<file path="src/rtl/event_debouncer.sv">
// Button/sensor debouncer: 2-flop synchroniser, stability-qualifying FSM, registered EVENT/LEVEL.
// Optional hold-to-repeat enabled by defining DEBOUNCE_AUTO_REPEAT_EN. All state updates on the CLK falling edge.
module event_debouncer #(
    parameter int STABLE_CYCLES = 16,
    parameter int CNT_W         = 8,
    parameter int REPEAT_DELAY  = 64,
    parameter int REPEAT_CYCLES = 32,
    parameter int RPT_W         = 8
) (
    input  logic       CLK,
    input  logic       CLEAR,
    input  logic       BTN_IN,
    output logic       EVENT,
    output logic       LEVEL,
    output logic [1:0] STATE
);

    typedef enum logic [1:0] {
        IDLE         = 2'd0,
        PRESS_WAIT   = 2'd1,
        PRESSED      = 2'd2,
        RELEASE_WAIT = 2'd3
    } state_t;

    localparam logic [CNT_W-1:0] CNT_ONE  = CNT_W'(1);
    localparam logic [CNT_W-1:0] CNT_LAST = CNT_W'(STABLE_CYCLES - 1);

    // Reject configurations whose counters cannot hold the programmed intervals.
    if (STABLE_CYCLES < 2 || STABLE_CYCLES > (2**CNT_W) - 1) begin : g_bad_stable
        $error("event_debouncer: STABLE_CYCLES out of range for CNT_W");
    end
    if (REPEAT_DELAY < 1 || REPEAT_CYCLES < 1 ||
        REPEAT_DELAY > (2**RPT_W) - 1 || REPEAT_CYCLES > (2**RPT_W) - 1) begin : g_bad_repeat
        $error("event_debouncer: REPEAT_* out of range for RPT_W");
    end

    state_t           state;
    logic             s1, s2;
    logic [CNT_W-1:0] cnt;

`ifdef DEBOUNCE_AUTO_REPEAT_EN
    // rpt_phase=0 waits out the initial delay, rpt_phase=1 counts repeat periods.
    logic [RPT_W-1:0] rcnt;
    logic [RPT_W-1:0] rcnt_nxt;
    logic             rpt_phase;
    logic             rpt_hit;

    assign rcnt_nxt = rcnt + 1'b1;
    assign rpt_hit  = rpt_phase ? (rcnt_nxt == RPT_W'(REPEAT_CYCLES))
                                : (rcnt_nxt == RPT_W'(REPEAT_DELAY));
`endif

    assign STATE = state;

    always_ff @(negedge CLK or negedge CLEAR) begin
        if (!CLEAR) begin
            s1 <= 1'b0;
            s2 <= 1'b0;
        end else begin
            s1 <= BTN_IN;
            s2 <= s1;
        end
    end

    always_ff @(negedge CLK or negedge CLEAR) begin
        if (!CLEAR) begin
            state <= IDLE;
            cnt   <= '0;
            EVENT <= 1'b0;
            LEVEL <= 1'b0;
`ifdef DEBOUNCE_AUTO_REPEAT_EN
            rcnt      <= '0;
            rpt_phase <= 1'b0;
`endif
        end else begin
            EVENT <= 1'b0;
            case (state)
                IDLE: begin
                    if (s2) begin
                        state <= PRESS_WAIT;
                        cnt   <= CNT_ONE;
                    end else begin
                        cnt <= '0;
                    end
                end
                PRESS_WAIT: begin
                    if (!s2) begin
                        state <= IDLE;
                        cnt   <= '0;
                    end else if (cnt == CNT_LAST) begin
                        state <= PRESSED;
                        cnt   <= '0;
                        EVENT <= 1'b1;
                        LEVEL <= 1'b1;
`ifdef DEBOUNCE_AUTO_REPEAT_EN
                        rcnt      <= '0;
                        rpt_phase <= 1'b0;
`endif
                    end else begin
                        cnt <= cnt + 1'b1;
                    end
                end
                PRESSED: begin
                    if (!s2) begin
                        state <= RELEASE_WAIT;
                        cnt   <= CNT_ONE;
`ifdef DEBOUNCE_AUTO_REPEAT_EN
                        rcnt      <= '0;
                        rpt_phase <= 1'b0;
`endif
                    end else begin
                        cnt <= '0;
`ifdef DEBOUNCE_AUTO_REPEAT_EN
                        if (rpt_hit) begin
                            EVENT     <= 1'b1;
                            rcnt      <= '0;
                            rpt_phase <= 1'b1;
                        end else begin
                            rcnt <= rcnt_nxt;
                        end
`endif
                    end
                end
                RELEASE_WAIT: begin
                    // A bounce back to high resumes PRESSED silently; the repeat delay restarts.
                    if (s2) begin
                        state <= PRESSED;
                        cnt   <= '0;
`ifdef DEBOUNCE_AUTO_REPEAT_EN
                        rcnt      <= '0;
                        rpt_phase <= 1'b0;
`endif
                    end else if (cnt == CNT_LAST) begin
                        state <= IDLE;
                        cnt   <= '0;
                        LEVEL <= 1'b0;
                    end else begin
                        cnt <= cnt + 1'b1;
                    end
                end
                default: begin
                    state <= IDLE;
                    cnt   <= '0;
                end
            endcase
        end
    end

endmodule

</file>
<file path="config.mk">
export PLATFORM = sky130hd
export DESIGN_NAME = event_debouncer
export DESIGN_NICKNAME = d
export VERILOG_FILES = /design/src/rtl/event_debouncer.sv
export SDC_FILE = /design/constraint.sdc
export NUM_CORES = 1
export LEC_CHECK = 0
export CORE_UTILIZATION = 40
export DETAILED_ROUTE_END_ITERATION = 12
export PLACE_DENSITY = 0.63
export SLEW_MARGIN = 25
export SYNTH_ARGS = -nofsm -noshare
export SYNTH_HDL_FRONTEND = slang
export SYNTH_SLANG_ARGS = --single-unit
</file>
<file path="constraint.sdc">
create_clock -name CLK -period 1.9 [get_ports CLK]
set_clock_uncertainty 0.05 [all_clocks]
set_input_delay 0.57 -clock CLK [delete_from_list [all_inputs] [get_ports CLK]]
set_output_delay 0.57 -clock CLK [all_outputs]
set_load 0.1 [all_outputs]
</file>
==> impl_metrics.py, run 1 <==
metrics = {
    "floorplan": {
        "die_w_um": 41.5,
        "die_h_um": 41.5,
        "initial_core_util_pct": 45.2,
        "die-area_um2": 1720,
        "core-area_um2": 1380,
        "ios": 7,
        "rows": 13,
    },
    "synth": {
        "ys_async_sr_fraction_pct": 100,
        "syn_area_um2": 624,
        "yosys.area.top_type": "dfrtn_1",
        "ys_top_cells_by_count": "dfrtn_1, a21oi_1, o21ai_0",
        "yosysSeqAreaShare_pct": 56.1,
        "synthDistinctLibCells": 23,
        "syn_avg_cell_area_um2": 11.1,
        "synth_area_leaders": "dfrtn_1, a21oi_1, o21ai_0, nor4b_4, or3_1",
        "yosys_most_used_dff": "dfrtn_1",
        "synth_top_area_share_pct": 56.1,
        "synth_most_common_cell": "dfrtn_1",
        "ys_ff_latch": 14,
        "syn_inst": 56,
        "synth_nets": 60,
        "ys_warn_count": 0,
        "synth_edf_count": 0,
    },
    "layout": {
        "nets": 76,
        "final_cells": 86,
        "post-route-util_pct": 60.0,
        "antennaDiodeCount": 0,
        "nFillCells": 108,
        "multi_input_area_um2": 263,
        "drive_gt1_share_pct": 23.9,
        "area_growth_pct": 32.9,
        "regArea_um2": 350,
    },
    "power_and_ir_drop": {
        "ir_worst_vdd_v": 0.000500,
        "powerDensity_nw_per_um2": 783,
        "p_leak_nw": 0.354,
    },
    "worst_setup_path": {
        "end_kind": "output port",
        "cp.arrival_ns": 1.89,
        "worst-setup-path-type": "reg2out",
        "path_buf_inv": 1,
        "max_stage_delay_ns": 0.46,
        "crit_chain": "buf_12",
        "cp-start-kind": "register",
        "cp.required_ns": 1.28,
        "cp_max_fo": 2,
        "slowest_stage": "dfrtn_1",
        "crit_family": "flip-flops",
    },
    "timing": {
        "finalMaxSlewViolations": 0,
        "rsz0062_at_grt": "yes",
        "worst_slack_ns": -0.608,
        "setup_viol": 4,
        "whs_ns": 0.262,
        "tightest_slew_ns": 0.370,
        "hold_violations": 0,
        "slew_headroom_pct": 75.1,
    },
    "routing": {
        "postRouteAntennaNets": 0,
        "drt_first_iter_violations": 15,
        "drcViolationCount": 0,
        "dr.pass1.iters": 3,
        "drt-total-wl_um": 1160,
        "wl_per_cell_um": 13.5,
        "vias": 473,
        "viasPerCell": 5.50,
    },
    "clock_network": {
        "cts-root-buf": "clkbuf_4",
        "clkLatencyLatePin_ns": 0.29,
        "cts.path.max_buffers": 2,
        "htreeDepth": 1,
        "cts_made_buffers": 3,
        "cts.sinks": 14,
        "cts_setup_buffers": 0,
        "cts_tree": "yes",
        "cts_hold_buf": 0,
        "clk_pin_slew_ns": 0.06,
    },
    "grt": {
        "antenna_found_initial": 0,
        "grt_max_degree": 15,
        "first_global_vias": 427,
        "grt.overflow.total": 0,
        "grt_use_total_pct": 16.1,
        "grt_pass1_wl_um": 2060,
    },
    "run_status": {
        "violations": "negative setup slack",
        "status": "finished with violations",
    },
    "place": {
        "hpwl_um": 817,
        "port_buffers": 6,
        "gp_congestion": 0.761,
        "dp.cells": 82,
    },
    "hold_path": {
        "hold_class": "reg2reg",
    },
    "flow_run": {
        "drv_cap": 0,
    },
}
[flip-flops by register name (all words and copies together), names as in the netlist, named ones only]
name / count
cnt: 8
s1: 1
STATE: 1
s2: 1
LEVEL: 1
EVENT: 1
[final cells by class]
type                            count  share of cell area (%)
Inverter                            3                    1.36
Timing Repair Buffer               11                    18.1
Multi-Input combinational cell     39                    31.7
Clock buffer                        4                    4.37
Tap cell                           15                    2.26
Sequential cell                    14                    42.2
[metal layers]
metal  global-route usage [%]  vias up  part of all wire, %
li1                         -      237                    -
met1                     23.1      225                   49
met2                     21.9        7                   46
met3                     5.22        4                  2.8
met4                     7.74        0                  2.1
met5                        0        -                    0
[power breakdown]
| group | switching [mW] | total, mW | internal (mW) |
|---|---|---|---|
| combinational | 0.0644 | 0.111 | 0.0462 |
| sequential | 0.0117 | 0.323 | 0.311 |
| clock | 0.0998 | 0.217 | 0.117 |
[per-stage QoR]
step	TNS, ns	power, mW	setup WS (ns)	cell area [um2]
2_1_floorplan	-2.83	0.384	-0.753	624
3_3_place_gp	-2.16	0.438	-0.285	793
3_5_place_dp	-2.13	0.440	-0.304	793
4_1_cts	-2.41	0.656	-0.617	830
5_1_grt	-2.51	0.678	-0.636	830
6_report	-2.39	0.650	-0.608	830
[cell families (layout without fill, tap and decap cells)]
group | after synthesis | in the layout | synth area share (%)
AND/OR/NAND/NOR | 19 | 19 | 19.8
AO/OA/AOI/OAI | 15 | 15 | 14.2
flip-flops | 14 | 14 | 56.1
XOR/XNOR | 3 | 3 | 4.21
buffers and inverters | 3 | 18 | 1.80
adder cells (fa/ha/maj) | 1 | 1 | 2.00
multiplexers | 1 | 1 | 1.80
[repair_timing]
action | CTS | global route
endpoints found under the hold margin | 0 | 0
resized for setup | 0 | 0
setup endpoints to repair | 4 | 4
[worst paths after layout]
path | from | end | slack, ns | cells past startpoint
max in group asynchronous | CLEAR | cnt[7]$_DFF_NN0_ | 0.26 | 2
setup reg to reg | cnt[0]$_DFF_NN0_ | register | 0.21 | 4
hold reg to reg | s1$_DFF_NN0_ | s2$_DFF_NN0_ | 0.26 | 0
setup / recovery | STATE[0]$_DFFE_NN0P_ | STATE[0] | -0.61 | 1
hold / removal | s1$_DFF_NN0_ | s2$_DFF_NN0_ | 0.26 | 0
min in group asynchronous | CLEAR | EVENT$_DFF_NN0_ | 1.39 | 2
[placed cells by master, fill, tap and decap left out, types with 2 or more instances in the layout]
cell type	netlist	final
inv_1	3	3
buf_4	0	4
xnor2_1	2	2
nand3_1	2	2
nand2_1	3	3
nor2_1	4	4
dfrtn_1	14	14
o21ai_0	5	5
clkdlybuf4s50_1	0	2
buf_12	0	5
a21oi_1	5	5
or3_1	3	3
clkbuf_4	0	3
nand4_1	2	2
Power figures use the tool's default switching activity.
==> inputs of run 2 (changes only) <==
--- a/config.mk
+++ b/config.mk
@@ -5,9 +5,10 @@
 export SDC_FILE = /design/constraint.sdc
 export NUM_CORES = 1
 export LEC_CHECK = 0
+export ABC_AREA = 1
 export CORE_UTILIZATION = 40
 export DETAILED_ROUTE_END_ITERATION = 12
-export PLACE_DENSITY = 0.63
+export PLACE_DENSITY_LB_ADDON = 0.08
 export SLEW_MARGIN = 25
 export SYNTH_ARGS = -nofsm -noshare
 export SYNTH_HDL_FRONTEND = slang
==> run 2 against run 1 <==
Against the previous run:
- the flow still finishes with violations (negative setup slack)
- highest routed layer unchanged
- wire length shrank 0.86%
- utilization is 1.7 points lower
- combinational power is 53% lower
- total power fell by 11%
- sequential cell count stayed put
- clock power barely moved
- register-to-register slack better by 0.25 ns
- synthesized cell count rose by 38%
==> impl_metrics.py, run 2 <==
metrics = {
    "routing": {
        "viasPerCell": 4.70,
        "drt-total-wl_um": 1150,
        "vias": 512,
        "drcViolationCount": 0,
        "dr.pass1.iters": 3,
        "wl_per_cell_um": 10.5,
        "drt_first_iter_violations": 8,
        "postRouteAntennaNets": 0,
    },
    "synth": {
        "yosys_most_used_dff": "dfrtn_1",
        "synth_most_common_cell": "nand2_1",
        "ys_async_sr_fraction_pct": 100,
        "synth_area_leaders": "dfrtn_1, nand2_1, inv_1, nor2_4, nand3_2",
        "syn_inst": 77,
        "yosysSeqAreaShare_pct": 50.5,
        "ys_top_cells_by_count": "nand2_1, dfrtn_1, inv_1",
        "syn_area_um2": 694,
        "synth_edf_count": 0,
        "synth_nets": 81,
        "ys_warn_count": 0,
        "ys_ff_latch": 14,
        "syn_avg_cell_area_um2": 9.02,
        "synth_top_area_share_pct": 50.5,
        "yosys.area.top_type": "dfrtn_1",
        "synthDistinctLibCells": 18,
    },
    "power_and_ir_drop": {
        "powerDensity_nw_per_um2": 637,
        "ir_worst_vdd_v": 0.000447,
        "p_leak_nw": 0.429,
        "total_power_mw": 0.579,
    },
    "timing": {
        "setup_viol": 4,
        "hold_violations": 0,
        "finalSetupTns_ns": -2.37,
        "slew_headroom_pct": 86.2,
        "worst_slack_ns": -0.601,
        "rsz0062_at_grt": "yes",
        "finalMaxSlewViolations": 0,
        "tightest_slew_ns": 0.207,
    },
    "floorplan": {
        "ios": 7,
        "die-area_um2": 1910,
        "rows": 14,
        "initial_core_util_pct": 44.5,
        "core-area_um2": 1560,
        "die_w_um": 43.7,
        "die_h_um": 43.7,
    },
    "clock_network": {
        "cts.sinks": 14,
        "htreeDepth": 1,
        "cts.path.max_buffers": 2,
        "cts_made_buffers": 3,
        "post_cts_resized": 0,
        "clk_pin_slew_ns": 0.06,
        "cts-root-buf": "clkbuf_4",
        "clkLatencyLatePin_ns": 0.29,
        "cts_tree": "yes",
    },
    "worst_setup_path": {
        "worst-setup-path-type": "reg2out",
        "timing.rr.end": "cnt[3]$_DFF_NN0_",
        "slowest_stage": "dfrtn_1",
        "max_stage_delay_ns": 0.46,
        "cp.arrival_ns": 1.88,
        "reg2reg_from": "cnt[0]$_DFF_NN0_",
        "r2r_slack_ns": 0.46,
        "crit_family": "flip-flops",
        "crit_chain": "buf_12",
        "reg2reg_depth": 6,
        "cp.required_ns": 1.28,
        "path_buf_inv": 1,
        "cp_max_fo": 2,
        "cp-start-kind": "register",
        "end_kind": "output port",
    },
    "hold_path": {
        "hold-path-endpoint": "s2$_DFF_NN0_",
        "hold_start": "s1$_DFF_NN0_",
        "holdPathStages": 0,
        "hold_class": "reg2reg",
    },
    "grt": {
        "grt_max_degree": 15,
        "first_global_vias": 456,
        "grt.overflow.total": 0,
        "grt_use_total_pct": 14.6,
        "antenna_found_initial": 0,
        "grt_pass1_wl_um": 1970,
    },
    "layout": {
        "antennaDiodeCount": 0,
        "drive_gt1_share_pct": 30.1,
        "final_common_cell": "nand2_1",
        "nFillCells": 134,
        "largest_reg_flops": 8,
        "area_growth_pct": 30.8,
        "nets": 98,
        "layout.cells.most_common_list": "nand2_1, dfrtn_1, inv_1",
        "regMostFlops": "cnt",
        "regArea_um2": 350,
        "multi_input_area_um2": 303,
    },
    "place": {
        "hpwl_um": 881,
        "gp_congestion": 0.777,
        "port_buffers": 6,
    },
    "run_status": {
        "violations": "negative setup slack",
        "status": "finished with violations",
    },
    "flow_run": {
        "drv_cap": 0,
    },
}
run 2: cell types whose count changed in the layout (fill, tap and decap cells not counted), sizes merged, moves of 2 or more:
cell / before / now
nor2: 4 / 14
nand2: 3 / 19
o21ai: 5 / 0
nand3: 2 / 8
inv: 3 / 11
a21oi: 5 / 3
or3: 4 / 0
run 2: layer usage:
| layer | part of all wire, % | global-route usage (%) |
|---|---|---|
| met5 | 0 | 0 |
| met4 | 2.2 | 7.50 |
| met3 | 3.7 | 4.17 |
| met2 | 42 | 20.0 |
| met1 | 52 | 20.9 |
run 2: logic make-up (layout without fill, tap and decap cells):
family | count (synthesis) | in the layout | share of synthesized area, %
AND/OR/NAND/NOR | 44 | 44 | 34.8
flip-flops | 14 | 14 | 50.5
buffers and inverters | 11 | 27 | 5.95
AO/OA/AOI/OAI | 4 | 4 | 3.24
XOR/XNOR | 3 | 3 | 3.78
adder cells (fa/ha/maj) | 1 | 1 | 1.80
run 2: what timing repair did:
action                     CTS  global route
setup buffers                1             2
hold buffers                 0             0
setup endpoints to repair    4             4
run 2: area by class of cell:
cell class / count / area share (%)
Clock buffer: 4 / 3.99
Inverter: 11 / 4.55
Multi-Input combinational cell: 52 / 33.3
Sequential cell: 14 / 38.6
Tap cell: 16 / 2.20
Timing Repair Buffer: 12 / 17.4
run 2: where the power goes:
group          switching [mW]  total (mW)  internal, mW
Clock                  0.0990       0.216         0.117
Sequential            0.00533       0.311         0.306
Combinational          0.0293      0.0521        0.0228
Total                   0.134       0.579         0.445
run 2: how the worst max path moves through the flow:
stage          slack [ns]  depth (start not counted)                  from        to
2_1_floorplan       -0.69                          0  STATE[0]$_DFFE_NN0P_  STATE[0]
3_3_place_gp        -0.29                          1              register  STATE[1]
3_5_place_dp        -0.29                          1     LEVEL$_DFFE_NN0P_     LEVEL
4_1_cts             -0.61                          1              register  STATE[1]
5_1_grt             -0.63                          1  STATE[0]$_DFFE_NN0P_  STATE[0]
6_report            -0.60                          1              register  STATE[1]
run 2: per-stage QoR:
stage	cell area (um2)	hold slack, ns	cells	setup slack [ns]	util (%)
after floorplan	694	0.242	77	-0.691	-
after global placement	850	0.244	102	-0.285	54.5
after detailed placement	850	0.255	102	-0.293	54.5
after CTS	893	0.255	107	-0.609	57.3
after global routing	908	0.257	109	-0.627	58.3
final	908	0.254	109	-0.601	58.3
==> inputs of run 3 (changes only) <==
--- a/config.mk
+++ b/config.mk
@@ -6,10 +6,11 @@
 export NUM_CORES = 1
 export LEC_CHECK = 0
 export ABC_AREA = 1
-export CORE_UTILIZATION = 40
+export CORE_UTILIZATION = 52
 export DETAILED_ROUTE_END_ITERATION = 12
 export PLACE_DENSITY_LB_ADDON = 0.08
 export SLEW_MARGIN = 25
 export SYNTH_ARGS = -nofsm -noshare
 export SYNTH_HDL_FRONTEND = slang
 export SYNTH_SLANG_ARGS = --single-unit
+export TNS_END_PERCENT = 100
==> run 3 against run 2 <==
Against the previous run:
- the flow still finishes with violations (negative setup slack)
- register-to-register slack got worse by 0.06 ns
- non-clock buffer count decreased by 3
- utilization increased by 17 points
- via count increased by 7.4%
- combinational power decreased by 4.8%
- sequential power about the same
- wire length increased by 16%
- clock power about the same
- sequential cell count unchanged
- die area decreased by 22%
- critical endpoint is now STATE[0]
- largest power group unchanged
==> impl_metrics.py, run 3 (synthesis results as in run 2) <==
metrics = {
    "layout": {
        "largest_reg_flops": 8,
        "regMostFlops": "cnt",
        "antennaDiodeCount": 0,
        "area_growth_pct": 27.2,
        "regArea_um2": 350,
        "nets": 95,
        "drive_gt1_share_pct": 27.8,
        "nFillCells": 85,
        "layout.cells.most_common_list": "nand2_1, dfrtn_1, inv_1",
        "final_common_cell": "nand2_1",
        "multi_input_area_um2": 303,
    },
    "worst_setup_path": {
        "r2r_slack_ns": 0.40,
        "crit_family": "flip-flops",
        "cp.arrival_ns": 1.89,
        "endpoint": "STATE[0]",
        "path_buf_inv": 1,
        "path_depth": 1,
        "end_kind": "output port",
        "slowest_stage": "dfrtn_1",
        "cp-start-kind": "register",
        "cp_max_fo": 2,
        "max_stage_delay_ns": 0.47,
        "timing.rr.end": "cnt[3]$_DFF_NN0_",
        "critical_path.startpoint": "STATE[0]$_DFFE_NN0P_",
        "cp.required_ns": 1.28,
        "reg2reg_depth": 6,
        "worst-setup-path-type": "reg2out",
        "crit_chain": "buf_12",
        "reg2reg_from": "cnt[0]$_DFF_NN0_",
    },
    "routing": {
        "drcViolationCount": 0,
        "dr.pass1.iters": 4,
        "viasPerCell": 5.29,
        "drt_first_iter_violations": 31,
        "vias": 550,
        "postRouteAntennaNets": 0,
        "wl_per_cell_um": 12.8,
        "drt-total-wl_um": 1330,
    },
    "clock_network": {
        "cts.sinks": 14,
        "cts_hold_buf": 0,
        "clkLatencyLatePin_ns": 0.28,
        "cts_made_buffers": 3,
        "htreeDepth": 1,
        "clk_pin_slew_ns": 0.06,
        "cts_setup_buffers": 0,
        "cts_tree": "yes",
        "cts-root-buf": "clkbuf_4",
        "cts.path.max_buffers": 2,
        "post_cts_resized": 0,
    },
    "flow_run": {
        "drv_cap": 0,
    },
    "floorplan": {
        "die_w_um": 38.5,
        "die-area_um2": 1490,
        "initial_core_util_pct": 59.3,
        "core-area_um2": 1170,
        "ios": 7,
        "rows": 12,
        "die_h_um": 38.5,
    },
    "grt": {
        "grt.overflow.total": 0,
        "grt_max_degree": 15,
        "grt_pass1_wl_um": 2110,
        "grt_use_total_pct": 22.6,
        "first_global_vias": 505,
        "antenna_found_initial": 0,
    },
    "power_and_ir_drop": {
        "ir_worst_vdd_v": 0.000528,
        "powerDensity_nw_per_um2": 652,
        "p_leak_nw": 0.414,
    },
    "timing": {
        "worst_slack_ns": -0.613,
        "rsz0062_at_grt": "yes",
        "slew_headroom_pct": 85.1,
        "finalSetupTns_ns": -2.38,
        "setup_viol": 4,
        "tightest_slew_ns": 0.224,
        "finalMaxSlewViolations": 0,
        "hold_violations": 0,
    },
    "place": {
        "gp_congestion": 0.766,
        "port_buffers": 6,
        "hpwl_um": 1000,
        "dp_slack_ns": -0.308,
    },
    "run_status": {
        "violations": "negative setup slack",
        "status": "finished with violations",
    },
    "hold_path": {
        "hold_class": "reg2reg",
    },
}
[run 3: per-stage QoR]
| step | area, um2 | utilization (%) | power [mW] | hold WS (ns) | instances |
|---|---|---|---|---|---|
| 5_1_grt | 883 | 75.4 | 0.602 | 0.263 | 104 |
| 3_5_place_dp | 847 | 72.3 | 0.367 | 0.251 | 100 |
| 4_1_cts | 883 | 75.4 | 0.584 | 0.252 | 104 |
| 2_1_floorplan | 694 | - | 0.341 | 0.242 | 77 |
| 6_report | 883 | 75.4 | 0.576 | 0.249 | 104 |
| 3_3_place_gp | 847 | 72.3 | 0.366 | 0.249 | 100 |
[run 3: routing by layer]
metal | global-route usage, % | routed length [um] | up-vias
met2 | 33.3 | 653 | 17
met4 | 19.0 | 39 | 0
met3 | 5.23 | 59 | 6
li1 | - | - | 271
met5 | 0 | 0 | -
met1 | 27.4 | 576 | 256
[run 3: how the worst min path moves through the flow]
stage                 start      endpoint  slack (ns)  depth (start not counted)
6_report       s1$_DFF_NN0_  s2$_DFF_NN0_        0.25                          0
5_1_grt        s1$_DFF_NN0_  s2$_DFF_NN0_        0.26                          0
4_1_cts        s1$_DFF_NN0_  s2$_DFF_NN0_        0.25                          0
3_5_place_dp   s1$_DFF_NN0_  s2$_DFF_NN0_        0.25                          0
3_3_place_gp   s1$_DFF_NN0_  s2$_DFF_NN0_        0.25                          0
2_1_floorplan  s1$_DFF_NN0_  s2$_DFF_NN0_        0.24                          0
[run 3: where the power goes]
part           total (mW)  internal [mW]  switching, mW
registers           0.312          0.306        0.00575
logic              0.0496         0.0203         0.0292
clock network       0.215          0.117         0.0981
[run 3: layout make-up]
cell class,instances,area share [%]
Sequential cell,14,39.7
Multi-Input combinational cell,52,34.3
Timing Repair Buffer,9,15.3
Inverter,11,4.67
Clock buffer,4,4.11
Tap cell,14,1.98
